===== config.mk =====
export PLATFORM = sky130hd
export DESIGN_NAME = instr_encoder_flat
export DESIGN_NICKNAME = d
export VERILOG_FILES = /design/src/rtl/instr_encoder_pkg.sv /design/src/rtl/instr_encoder_if.sv /design/src/rtl/instr_encoder_pack.sv /design/src/rtl/instr_encoder.sv /design/src/flat_wrapper.sv
export SDC_FILE = /design/constraint.sdc
export NUM_CORES = 1
export LEC_CHECK = 0
export BUFFER_PORTS_ARGS = -buffer_cell sky130_fd_sc_hd__buf_4
export CAP_MARGIN = 20
export CORE_ASPECT_RATIO = 0.5
export CORE_UTILIZATION = 45
export DETAILED_ROUTE_END_ITERATION = 16
export GPL_ROUTABILITY_DRIVEN = 0
export GPL_TIMING_DRIVEN = 0
export HOLD_SLACK_MARGIN = 0.02
export PLACE_DENSITY = 0.79
export SYNTH_ARGS = -nofsm -noshare
export SYNTH_HDL_FRONTEND = slang
export SYNTH_HIERARCHICAL = 1
export SYNTH_SLANG_ARGS = --single-unit

===== constraint.sdc =====
create_clock -name i_clk -period 1.7 [get_ports i_clk]
set_input_delay 0.085 -clock i_clk [delete_from_list [all_inputs] [get_ports i_clk]]
set_output_delay 0.085 -clock i_clk [all_outputs]
set_load 0.05 [all_outputs]

===== src/rtl/instr_encoder_pkg.sv =====
// Shared op codes, RV32I opcode constants and loader state type.
package encoder_pkg;

  typedef logic [3:0] op_t;

  localparam op_t OP_ADD  = 4'd0;
  localparam op_t OP_SUB  = 4'd1;
  localparam op_t OP_AND  = 4'd2;
  localparam op_t OP_OR   = 4'd3;
  localparam op_t OP_SLT  = 4'd4;
  localparam op_t OP_ADDI = 4'd5;
  localparam op_t OP_LW   = 4'd6;
  localparam op_t OP_SW   = 4'd7;
  localparam op_t OP_LUI  = 4'd8;
  localparam op_t OP_BEQ  = 4'd9;
  localparam op_t OP_BNE  = 4'd10;
  localparam op_t OP_JAL  = 4'd11;
  localparam op_t OP_JALR = 4'd12;

  localparam logic [6:0] OPC_OP     = 7'b0110011;
  localparam logic [6:0] OPC_OP_IMM = 7'b0010011;
  localparam logic [6:0] OPC_LOAD   = 7'b0000011;
  localparam logic [6:0] OPC_STORE  = 7'b0100011;
  localparam logic [6:0] OPC_LUI    = 7'b0110111;
  localparam logic [6:0] OPC_BRANCH = 7'b1100011;
  localparam logic [6:0] OPC_JAL    = 7'b1101111;
  localparam logic [6:0] OPC_JALR   = 7'b1100111;

  // addi x0, x0, 0
  localparam logic [31:0] NOP = 32'h0000_0013;

  typedef enum logic [1:0] {StIdle, StRun, StDrain, StDone} state_e;

endpackage


===== src/rtl/instr_encoder_if.sv =====
// Descriptor stream plus instruction-memory write port.
// master: front end / memory side; slave: the encoder.
interface instr_encoder_if
  import encoder_pkg::*;
#(
  parameter int unsigned ADDR_WIDTH = 10
) ();
  logic                  in_valid;
  logic                  in_ready;
  op_t                   in_op;
  logic [4:0]            in_rd;
  logic [4:0]            in_rs1;
  logic [4:0]            in_rs2;
  logic [31:0]           in_imm;
  logic                  in_last;
  logic                  mem_we;
  logic                  mem_ready;
  logic [ADDR_WIDTH-1:0] mem_addr;
  logic [31:0]           mem_wdata;

  modport master (
    output in_valid, in_op, in_rd, in_rs1, in_rs2, in_imm, in_last, mem_ready,
    input  in_ready, mem_we, mem_addr, mem_wdata
  );

  modport slave (
    input  in_valid, in_op, in_rd, in_rs1, in_rs2, in_imm, in_last, mem_ready,
    output in_ready, mem_we, mem_addr, mem_wdata
  );
endinterface


===== src/rtl/instr_encoder_pack.sv =====
// Combinational descriptor packer: builds the RV32I word and flags
// out-of-range immediates and illegal ops. Low imm bits are encoded regardless.
module instr_pack
  import encoder_pkg::*;
(
  input  op_t         i_op,
  input  logic [4:0]  i_rd,
  input  logic [4:0]  i_rs1,
  input  logic [4:0]  i_rs2,
  input  logic [31:0] i_imm,
  output logic [31:0] o_word,
  output logic        o_range_err,
  output logic        o_illegal
);
  logic signed [31:0] w_imm;
  logic               w_i_bad;
  logic               w_b_bad;
  logic               w_j_bad;
  logic               w_u_bad;

  assign w_imm   = $signed(i_imm);
  assign w_i_bad = (w_imm < -32'sd2048) || (w_imm > 32'sd2047);
  assign w_b_bad = (w_imm < -32'sd4096) || (w_imm > 32'sd4094) || i_imm[0];
  assign w_j_bad = (w_imm < -32'sd1048576) || (w_imm > 32'sd1048574) || i_imm[0];
  assign w_u_bad = |i_imm[11:0];

  // Select format, funct fields and range rule per op
  always_comb begin
    o_word      = NOP;
    o_range_err = 1'b0;
    o_illegal   = 1'b0;
    case (i_op)
      OP_ADD:  o_word = {7'b0000000, i_rs2, i_rs1, 3'b000, i_rd, OPC_OP};
      OP_SUB:  o_word = {7'b0100000, i_rs2, i_rs1, 3'b000, i_rd, OPC_OP};
      OP_AND:  o_word = {7'b0000000, i_rs2, i_rs1, 3'b111, i_rd, OPC_OP};
      OP_OR:   o_word = {7'b0000000, i_rs2, i_rs1, 3'b110, i_rd, OPC_OP};
      OP_SLT:  o_word = {7'b0000000, i_rs2, i_rs1, 3'b010, i_rd, OPC_OP};
      OP_ADDI: begin
        o_word      = {i_imm[11:0], i_rs1, 3'b000, i_rd, OPC_OP_IMM};
        o_range_err = w_i_bad;
      end
      OP_LW: begin
        o_word      = {i_imm[11:0], i_rs1, 3'b010, i_rd, OPC_LOAD};
        o_range_err = w_i_bad;
      end
      OP_SW: begin
        o_word      = {i_imm[11:5], i_rs2, i_rs1, 3'b010, i_imm[4:0], OPC_STORE};
        o_range_err = w_i_bad;
      end
      OP_LUI: begin
        o_word      = {i_imm[31:12], i_rd, OPC_LUI};
        o_range_err = w_u_bad;
      end
      OP_BEQ: begin
        o_word      = {i_imm[12], i_imm[10:5], i_rs2, i_rs1, 3'b000, i_imm[4:1], i_imm[11],
                       OPC_BRANCH};
        o_range_err = w_b_bad;
      end
      OP_BNE: begin
        o_word      = {i_imm[12], i_imm[10:5], i_rs2, i_rs1, 3'b001, i_imm[4:1], i_imm[11],
                       OPC_BRANCH};
        o_range_err = w_b_bad;
      end
      OP_JAL: begin
        o_word      = {i_imm[20], i_imm[10:1], i_imm[11], i_imm[19:12], i_rd, OPC_JAL};
        o_range_err = w_j_bad;
      end
      OP_JALR: begin
        o_word      = {i_imm[11:0], i_rs1, 3'b000, i_rd, OPC_JALR};
        o_range_err = w_i_bad;
      end
      default: o_illegal = 1'b1;
    endcase
  end

endmodule


===== src/rtl/instr_encoder.sv =====
// Program loader: accepts descriptors, encodes them and writes them to
// consecutive word addresses through a one-entry output register.
module instr_encoder
  import encoder_pkg::*;
#(
  parameter int unsigned ADDR_WIDTH = 10
) (
  input  logic                  i_clk,
  input  logic                  i_rst,
  input  logic                  i_start,
  input  logic [ADDR_WIDTH-1:0] i_base_addr,
  instr_encoder_if.slave        io_bus,
  output logic                  o_busy,
  output logic                  o_done,
  output logic                  o_err,
  output logic                  o_wrapped
);
  localparam logic [ADDR_WIDTH-1:0] TopWord = ~ADDR_WIDTH'(3);

  state_e                r_state;
  logic [ADDR_WIDTH-1:0] r_addr;
  logic [ADDR_WIDTH-1:0] r_mem_addr;
  logic [31:0]           r_mem_wdata;
  logic                  r_mem_we;
  logic                  r_done;
  logic                  r_err;
  logic                  r_wrapped;

  logic [31:0]           w_word;
  logic                  w_range_err;
  logic                  w_illegal;
  logic                  w_in_ready;
  logic                  w_accept;
  logic                  w_wr_fire;

  instr_pack u_pack (
    .i_op        (io_bus.in_op),
    .i_rd        (io_bus.in_rd),
    .i_rs1       (io_bus.in_rs1),
    .i_rs2       (io_bus.in_rs2),
    .i_imm       (io_bus.in_imm),
    .o_word      (w_word),
    .o_range_err (w_range_err),
    .o_illegal   (w_illegal)
  );

  // Output register may be refilled in the same cycle it drains
  assign w_in_ready = (r_state == StRun) && (!r_mem_we || io_bus.mem_ready);
  assign w_accept   = w_in_ready && io_bus.in_valid;
  assign w_wr_fire  = r_mem_we && io_bus.mem_ready;

  // Loader FSM, output stage, address counter and sticky flags
  always_ff @(posedge i_clk) begin
    if (i_rst) begin
      r_state     <= StIdle;
      r_addr      <= '0;
      r_mem_addr  <= '0;
      r_mem_wdata <= '0;
      r_mem_we    <= 1'b0;
      r_done      <= 1'b0;
      r_err       <= 1'b0;
      r_wrapped   <= 1'b0;
    end else begin
      r_done <= 1'b0;
      unique case (r_state)
        StIdle: begin
          if (i_start) begin
            r_addr    <= i_base_addr & ~ADDR_WIDTH'(3);
            r_err     <= 1'b0;
            r_wrapped <= 1'b0;
            r_state   <= StRun;
          end
        end
        StRun: begin
          if (w_accept) begin
            r_mem_we    <= 1'b1;
            r_mem_addr  <= r_addr;
            r_mem_wdata <= w_word;
            r_addr      <= r_addr + ADDR_WIDTH'(4);
            if (r_addr == TopWord) r_wrapped <= 1'b1;
            if (w_range_err || w_illegal) r_err <= 1'b1;
            if (io_bus.in_last) r_state <= StDrain;
          end else if (w_wr_fire) begin
            r_mem_we <= 1'b0;
          end
        end
        StDrain: begin
          if (w_wr_fire) begin
            r_mem_we <= 1'b0;
            r_done   <= 1'b1;
            r_state  <= StDone;
          end
        end
        StDone: r_state <= StIdle;
        default: r_state <= StIdle;
      endcase
    end
  end

  assign io_bus.in_ready  = w_in_ready;
  assign io_bus.mem_we    = r_mem_we;
  assign io_bus.mem_addr  = r_mem_addr;
  assign io_bus.mem_wdata = r_mem_wdata;
  assign o_busy           = (r_state == StRun) || (r_state == StDrain);
  assign o_done           = r_done;
  assign o_err            = r_err;
  assign o_wrapped        = r_wrapped;

endmodule


===== src/flat_wrapper.sv =====
// flat-port wrapper written by rule: the top's interface ports become plain ports
module instr_encoder_flat import encoder_pkg::*;
#(
  parameter int unsigned ADDR_WIDTH = 10
)
  (i_clk, i_rst, i_start, i_base_addr, o_busy, o_done, o_err, o_wrapped, io_bus_in_valid, io_bus_in_op, io_bus_in_rd, io_bus_in_rs1, io_bus_in_rs2, io_bus_in_imm, io_bus_in_last, io_bus_mem_ready, io_bus_in_ready, io_bus_mem_we, io_bus_mem_addr, io_bus_mem_wdata);
  instr_encoder_if #(.ADDR_WIDTH(ADDR_WIDTH)) io_bus_i ();
  input  logic i_clk;
  input  logic i_rst;
  input  logic i_start;
  input  logic [ADDR_WIDTH-1:0] i_base_addr;
  output logic o_busy;
  output logic o_done;
  output logic o_err;
  output logic o_wrapped;
  input wire logic [$bits(io_bus_i.in_valid)-1:0] io_bus_in_valid;
  input wire logic [$bits(io_bus_i.in_op)-1:0] io_bus_in_op;
  input wire logic [$bits(io_bus_i.in_rd)-1:0] io_bus_in_rd;
  input wire logic [$bits(io_bus_i.in_rs1)-1:0] io_bus_in_rs1;
  input wire logic [$bits(io_bus_i.in_rs2)-1:0] io_bus_in_rs2;
  input wire logic [$bits(io_bus_i.in_imm)-1:0] io_bus_in_imm;
  input wire logic [$bits(io_bus_i.in_last)-1:0] io_bus_in_last;
  input wire logic [$bits(io_bus_i.mem_ready)-1:0] io_bus_mem_ready;
  output wire logic [$bits(io_bus_i.in_ready)-1:0] io_bus_in_ready;
  output wire logic [$bits(io_bus_i.mem_we)-1:0] io_bus_mem_we;
  output wire logic [$bits(io_bus_i.mem_addr)-1:0] io_bus_mem_addr;
  output wire logic [$bits(io_bus_i.mem_wdata)-1:0] io_bus_mem_wdata;
  assign io_bus_i.in_valid = io_bus_in_valid;
  assign io_bus_i.in_op = io_bus_in_op;
  assign io_bus_i.in_rd = io_bus_in_rd;
  assign io_bus_i.in_rs1 = io_bus_in_rs1;
  assign io_bus_i.in_rs2 = io_bus_in_rs2;
  assign io_bus_i.in_imm = io_bus_in_imm;
  assign io_bus_i.in_last = io_bus_in_last;
  assign io_bus_i.mem_ready = io_bus_mem_ready;
  assign io_bus_in_ready = io_bus_i.in_ready;
  assign io_bus_mem_we = io_bus_i.mem_we;
  assign io_bus_mem_addr = io_bus_i.mem_addr;
  assign io_bus_mem_wdata = io_bus_i.mem_wdata;
  instr_encoder #(.ADDR_WIDTH(ADDR_WIDTH)) u_core (.i_clk(i_clk), .i_rst(i_rst), .i_start(i_start), .i_base_addr(i_base_addr), .io_bus(io_bus_i), .o_busy(o_busy), .o_done(o_done), .o_err(o_err), .o_wrapped(o_wrapped));
endmodule

== Yosys cells after proc, flatten, opt, wreduce, memory -nomap -nowiden ==
Cells that the tools add are included.
Cells by class
  $add $sub $neg: 1
  multiply operators: 0
  div/mod/pow operators: 0
  order comparisons: 6
  equal/unequal tests: 22
  shift operators: 0
  mux-type cells: 22
  bitwise operators: 1
  reduce and logical (&&, ||, !) cells: 26
Operators by type and width (count)
  32-bit case mux with 13 select lines: 1
  32-bit by 12-bit > comparator with 1-bit output, second input constant: 1
  32-bit by 13-bit > comparator with 1-bit output, second input constant: 1
  32-bit by 21-bit > comparator with 1-bit output, second input constant: 1
  32-bit by 12-bit < comparator with 1-bit output, second input constant: 1
  32-bit by 13-bit < comparator with 1-bit output, second input constant: 1
  32-bit by 21-bit < comparator with 1-bit output, second input constant: 1
  4-bit == test, second input constant: 5
  10-bit 2-to-1 mux: 2
  10-bit case mux with 2 select lines: 1
  4-bit by 3-bit == test with 1-bit output, second input constant: 4
  13-bit OR reduction: 1
  4-bit AND reduction: 3
  12-bit OR reduction: 1
  10-bit by 3-bit adder with 10-bit output, second input constant: 1
  10-bit == test, second input constant: 1
  1-bit 2-to-1 mux: 9
  4-bit by 2-bit == test with 1-bit output, second input constant: 2
  1-bit logical OR: 8
  2-bit 2-to-1 mux: 4
  2-bit != test, second input constant: 4
  2-bit case mux with 4 select lines: 1
  1-bit case mux with 2 select lines: 3
  2-bit == test, second input constant: 2
  14 further kinds: 19
Storage, ports and cells
  register bits after elaboration: 58
  latch bits: 0
  bits in writable memories: 0
  ROM bits: 0
  input bits: 67
  output and inout bits: 48
  logic and storage cells: 86
  memories kept: 0

== Longest topological paths before layout ==
  depth after elaboration: 8
  depth in mapped cells: 10
  depth with buffers taken out: 9

== Modules after synthesis ==
The synthesis kept the hierarchy.
By module, submodules not included
  instr_encoder: times used 1, cells an instance 286, area an instance 2337.2 um^2, sequential area each 1081.0 um^2
  instr_pack: times used 1, cells an instance 148, area an instance 942.2 um^2, sequential area each 0.0 um^2

== Worst setup path after synthesis ==
OpenSTA, ideal clock, no wires.
  kind: in2reg
  from: in io_bus_in_op[2]
  to: reg u_core.r_err (netlist: u_core/o_err)
  setup time: 0.132 ns
  arrival time: 1.595 ns
  data required time: 1.568 ns
  slack: -0.026 ns
  stages on the path: 10
  path buffers: 1
  cells stage by stage: buf_2 > inv_2 > nand2_4 > nor2_4 > a21oi_1 > a211o_1 > a211o_1 > or2_2 > a31oi_1 > nor3_1
Between the ends
  word-level cells in the longest chain between the ends: 6
  elaborated cells on any way between the ends: 21
  classes of those cells: eq/ne: 13; mux: 2; reduce/logical: 6
Ends and longest elaborated chain
  start, declared: line flat_wrapper.sv:17  | input wire logic [$bits(io_bus_i.in_op)-1:0] io_bus_in_op;
  4-bit == test or 4-bit by 3-bit == test with 1-bit output (tied branches): line instr_encoder_pack.sv:32  | case (i_op)
  4-bit OR reduction (no line) or 2-bit OR reduction (tied branches)
  1-bit case mux with 4 select lines (*): line instr_encoder_pack.sv:32
  net u_core.w_range_err: line instr_encoder.sv:30  | logic w_range_err;
  1-bit logical OR (*): line instr_encoder.sv:81  | if (w_range_err || w_illegal) r_err <= 1'b1;
  2-bit != test (no line) (*)
  4-bit AND reduction (no line) (*)
  end signal, assigned: line instr_encoder.sv:61  | r_err <= 1'b0;
  end signal, assigned: line instr_encoder.sv:69  | r_err <= 1'b0;
  end signal, assigned: line instr_encoder.sv:81
  end, declared: line instr_encoder.sv:26  | logic r_err;
Mark *: on every way through the listed nets, which the timed path passes. The rest lies on a longest branch.
A chain may end at the register's enable or synchronous reset.

== Final worst setup path ==
  from: in io_bus_in_imm[26]
  to: reg u_core.r_err (netlist: u_core/o_err)
Between the ends
  word-level cells in the longest chain between the ends: 7
  elaborated cells on any way between the ends: 15
  classes of those cells: order compare: 6; eq/ne: 1; mux: 1; reduce/logical: 7
Ends and longest elaborated chain
  start, declared: line flat_wrapper.sv:21  | input wire logic [$bits(io_bus_i.in_imm)-1:0] io_bus_in_imm;
  32-bit by 21-bit < comparator with 1-bit output, or another cell as far along: line instr_encoder_pack.sv:24  | assign w_j_bad = (w_imm < -32'sd1048576) || (w_imm > 32'sd1048574) || i_imm[0];
  1-bit logical OR, on equally long branches (2 in series): line instr_encoder_pack.sv:24, instr_encoder_pack.sv:23
  1-bit case mux with 4 select lines (*): line instr_encoder_pack.sv:32
  net u_core.w_range_err: line instr_encoder.sv:30
  1-bit logical OR (*): line instr_encoder.sv:81
  2-bit != test (no line) (*)
  4-bit AND reduction (no line) (*)
Marks and branches as above.

==> metrics.cfg <==
[global_route]
antenna_found_initial=0
grt_util_all_layers_pct=26.1
grt_start_max_net_pins=18
grt_pass1_wl_um=15600
grt.overflow.total=0
grt_pass1_vias=3246

[floorplan]
initial_core_util_pct=47.8
die_area_um2=7650
die_width_um=123
io_pins=115
rows=21
coreArea_um2=6860
die_h_um=62.4

[cells_and_area]
antenna_cells=0
syn_to_final_growth_pct=36.6
final_nets=623
design_area_um2=4480
multi_input_area_um2=2050
layout-drive-gt1-share_pct=31.5
ff_latch_area_um2=1080
nFillCells=624

[drt]
vias=3631
wl_met3_um=649
wl_per_cell_um=15.2
drcViolationCount=0
via_per_inst=5.64
drt-total-wl_um=9810
drtIter0Drc=258
top_layer=met4
first_pass_iters=7
wl_met2_um=4490
final_antenna_net_count=0
routedLengthMet1_um=4500

[cts]
clk_transition_reported_paths_ps=70
clk_latency_ps=300
cts_made_buffers=5
cts_tree=built
cts_setup_buffers=0
ctsHoldBuffers=0
cts_root_buf=clkbuf_16
clockBufferDepth=2
cts_sinks=54
cts_resized=0
htreeDepth=2

[synth]
synthCells=434
yosysMostFrequentCell=nand2_1
synth-warning-count=6
synth-edff-count=0
async_reset_ff_share_pct=0
synth_ff_type=dfxtp_1
synth_common_cells=nand2_1, a21oi_1, dfxtp_1
syn_avg_cell_area_um2=7.56
synth_seq_cells=54
syn_area_um2=3280
yosysTopAreaCellShare_pct=33.0
ys_seq_area_share_pct=33.0
ys_types=66
yosysTopAreaCell=dfxtp_1
synth_area_leaders=dfxtp_1, nand2_1, a21oi_1, a22oi_1, buf_4

[sta]
fmax_ghz=0.603
tns_ps=0
fin_worst_skew_ps=6.47
rsz0062_at_grt=yes
finalCritPeriodShare_pct=97.6
worst_slack_ps=40.7
fin_crit_ps=1660
max_slew_margin_pct=61.6
tightest_slew_ps=572
hold_viol=0
setup_viol=0
drv_slew=0
hold_slack_ps=67.4

[worst_setup_path]
crit_path_end_kind=register
worstSetupPathType=in2reg
crit_top_cell=a211o_1
worstSetupStartpointType=input port
cpMaxStageDelayCell=a211o_1
slowest_delay_ps=290
path_cells=buf_4 > nor4_4 > nand3_1 > nand3b_4 > a211o_1 > a211o_1 > or2_4 > a31oi_1 > nor3_1
arrival_ps=1840
crit_fanout=3
crit_required_ps=1880

[pwr]
switching_share_pct=42.3
p_leak_nw=1.81
clkPwrFrac_pct=22.1
switchingPower_w=0.00235
p_seq_share_pct=30.2
power_frac_comb_pct=47.7
internal_power_w=0.00322
p_per_area_nw_per_um2=1240
ir_drop_uv=790

[place]
portBuffers=108
dp_hpwl_um=7400
dp_slack_ps=-273
post_dp_cell_area_um2=4230

[outcome]
status=finished, final reports clean

[flow_run]
max_cap_violations=0

[min_path]
hold_class=in2reg

cells by family after synthesis:
logic type | share of synthesized area [%]
flops | 33.0
other cells | 0.229
mux | 1.26
buf+inv | 7.06
xor+xnor | 0.534
fa+ha+maj | 1.91
compound gates | 27.6
simple gates | 28.5
routing by layer:
metal  vias up  GRT usage, %
met2       132          42.8
met4         0          7.32
met5         -             0
met3        18          5.88
met1      1701          34.2
li1       1780             -
metrics by stage:
| stage | util (%) | std cells | power, W |
|---|---|---|---|
| floorplan | - | 436 | 0.00353 |
| global placement | 61.7 | 636 | 0.00423 |
| detailed placement | 61.7 | 636 | 0.00426 |
| CTS | 64.3 | 644 | 0.00549 |
| global route | 65.3 | 644 | 0.00590 |
| finish | 65.3 | 644 | 0.00557 |
power groups by stage:
stage                     clock (W)  combinational (W)  sequential, W
after CTS                   0.00125            0.00257        0.00167
final                       0.00123            0.00265        0.00168
after global placement            0            0.00254        0.00170
after global routing        0.00132            0.00286        0.00172
after floorplan                   0            0.00151        0.00203
after detailed placement          0            0.00256        0.00170
path summary, 6_finish.rpt:
kind                                    start                           to  slack [ps]  cells past startpoint
setup / recovery            io_bus_in_imm[26]                 u_core/o_err          40                      9
setup reg to reg            u_core/r_state[0]             u_core/r_addr[6]          90                      6
hold reg to reg   u_core/io_bus.mem_wdata[31]  u_core/io_bus.mem_wdata[31]         460                      2
hold / removal                          i_rst             u_core/r_addr[9]          70                      3
area by class of cell:
| class | count | area share (%) |
|---|---|---|
| Buffer | 32 | 4.25 |
| Clock buffer | 6 | 3.10 |
| Clock inverter | 2 | 0.866 |
| Inverter | 11 | 0.978 |
| Multi-Input combinational cell | 339 | 45.8 |
| Sequential cell | 54 | 24.1 |
| Tap cell | 92 | 2.57 |
| Timing Repair Buffer | 108 | 18.4 |
layout by cell type (no fill, tap or decap), drive strengths merged, types with 6 or more instances in the layout:
| cell | Yosys | layout |
|---|---|---|
| nor4 | 12 | 12 |
| nand2b | 6 | 6 |
| nand2 | 111 | 111 |
| buf | 23 | 131 |
| a31oi | 9 | 9 |
| clkbuf | 9 | 15 |
| o21ai | 20 | 20 |
| nor3 | 9 | 9 |
| a21oi | 59 | 59 |
| nand4 | 8 | 8 |
| a22o | 6 | 6 |
| nor2 | 17 | 17 |
| inv | 11 | 12 |
| dfxtp | 54 | 54 |
| nand3 | 10 | 10 |
| a22oi | 15 | 15 |
worst max-delay path: cells and delay by family:
kind | cells | cell delay (ps)
buffers and inverters | 1 | 130
AOI/OAI and AO/OA | 3 | 710
and+or+nand+nor | 5 | 910
flip-flops by register name (all words and copies together) (netlist names):
name	count
u_core/io_bus.mem_wdata	32
u_core/io_bus.mem_addr	8
u_core/r_addr	8
u_core/r_state	2
u_core/io_bus.mem_we	1
u_core/o_done	1
u_core/o_err	1
u_core/o_wrapped	1
No activity file was read; power rests on OpenSTA's default activity.
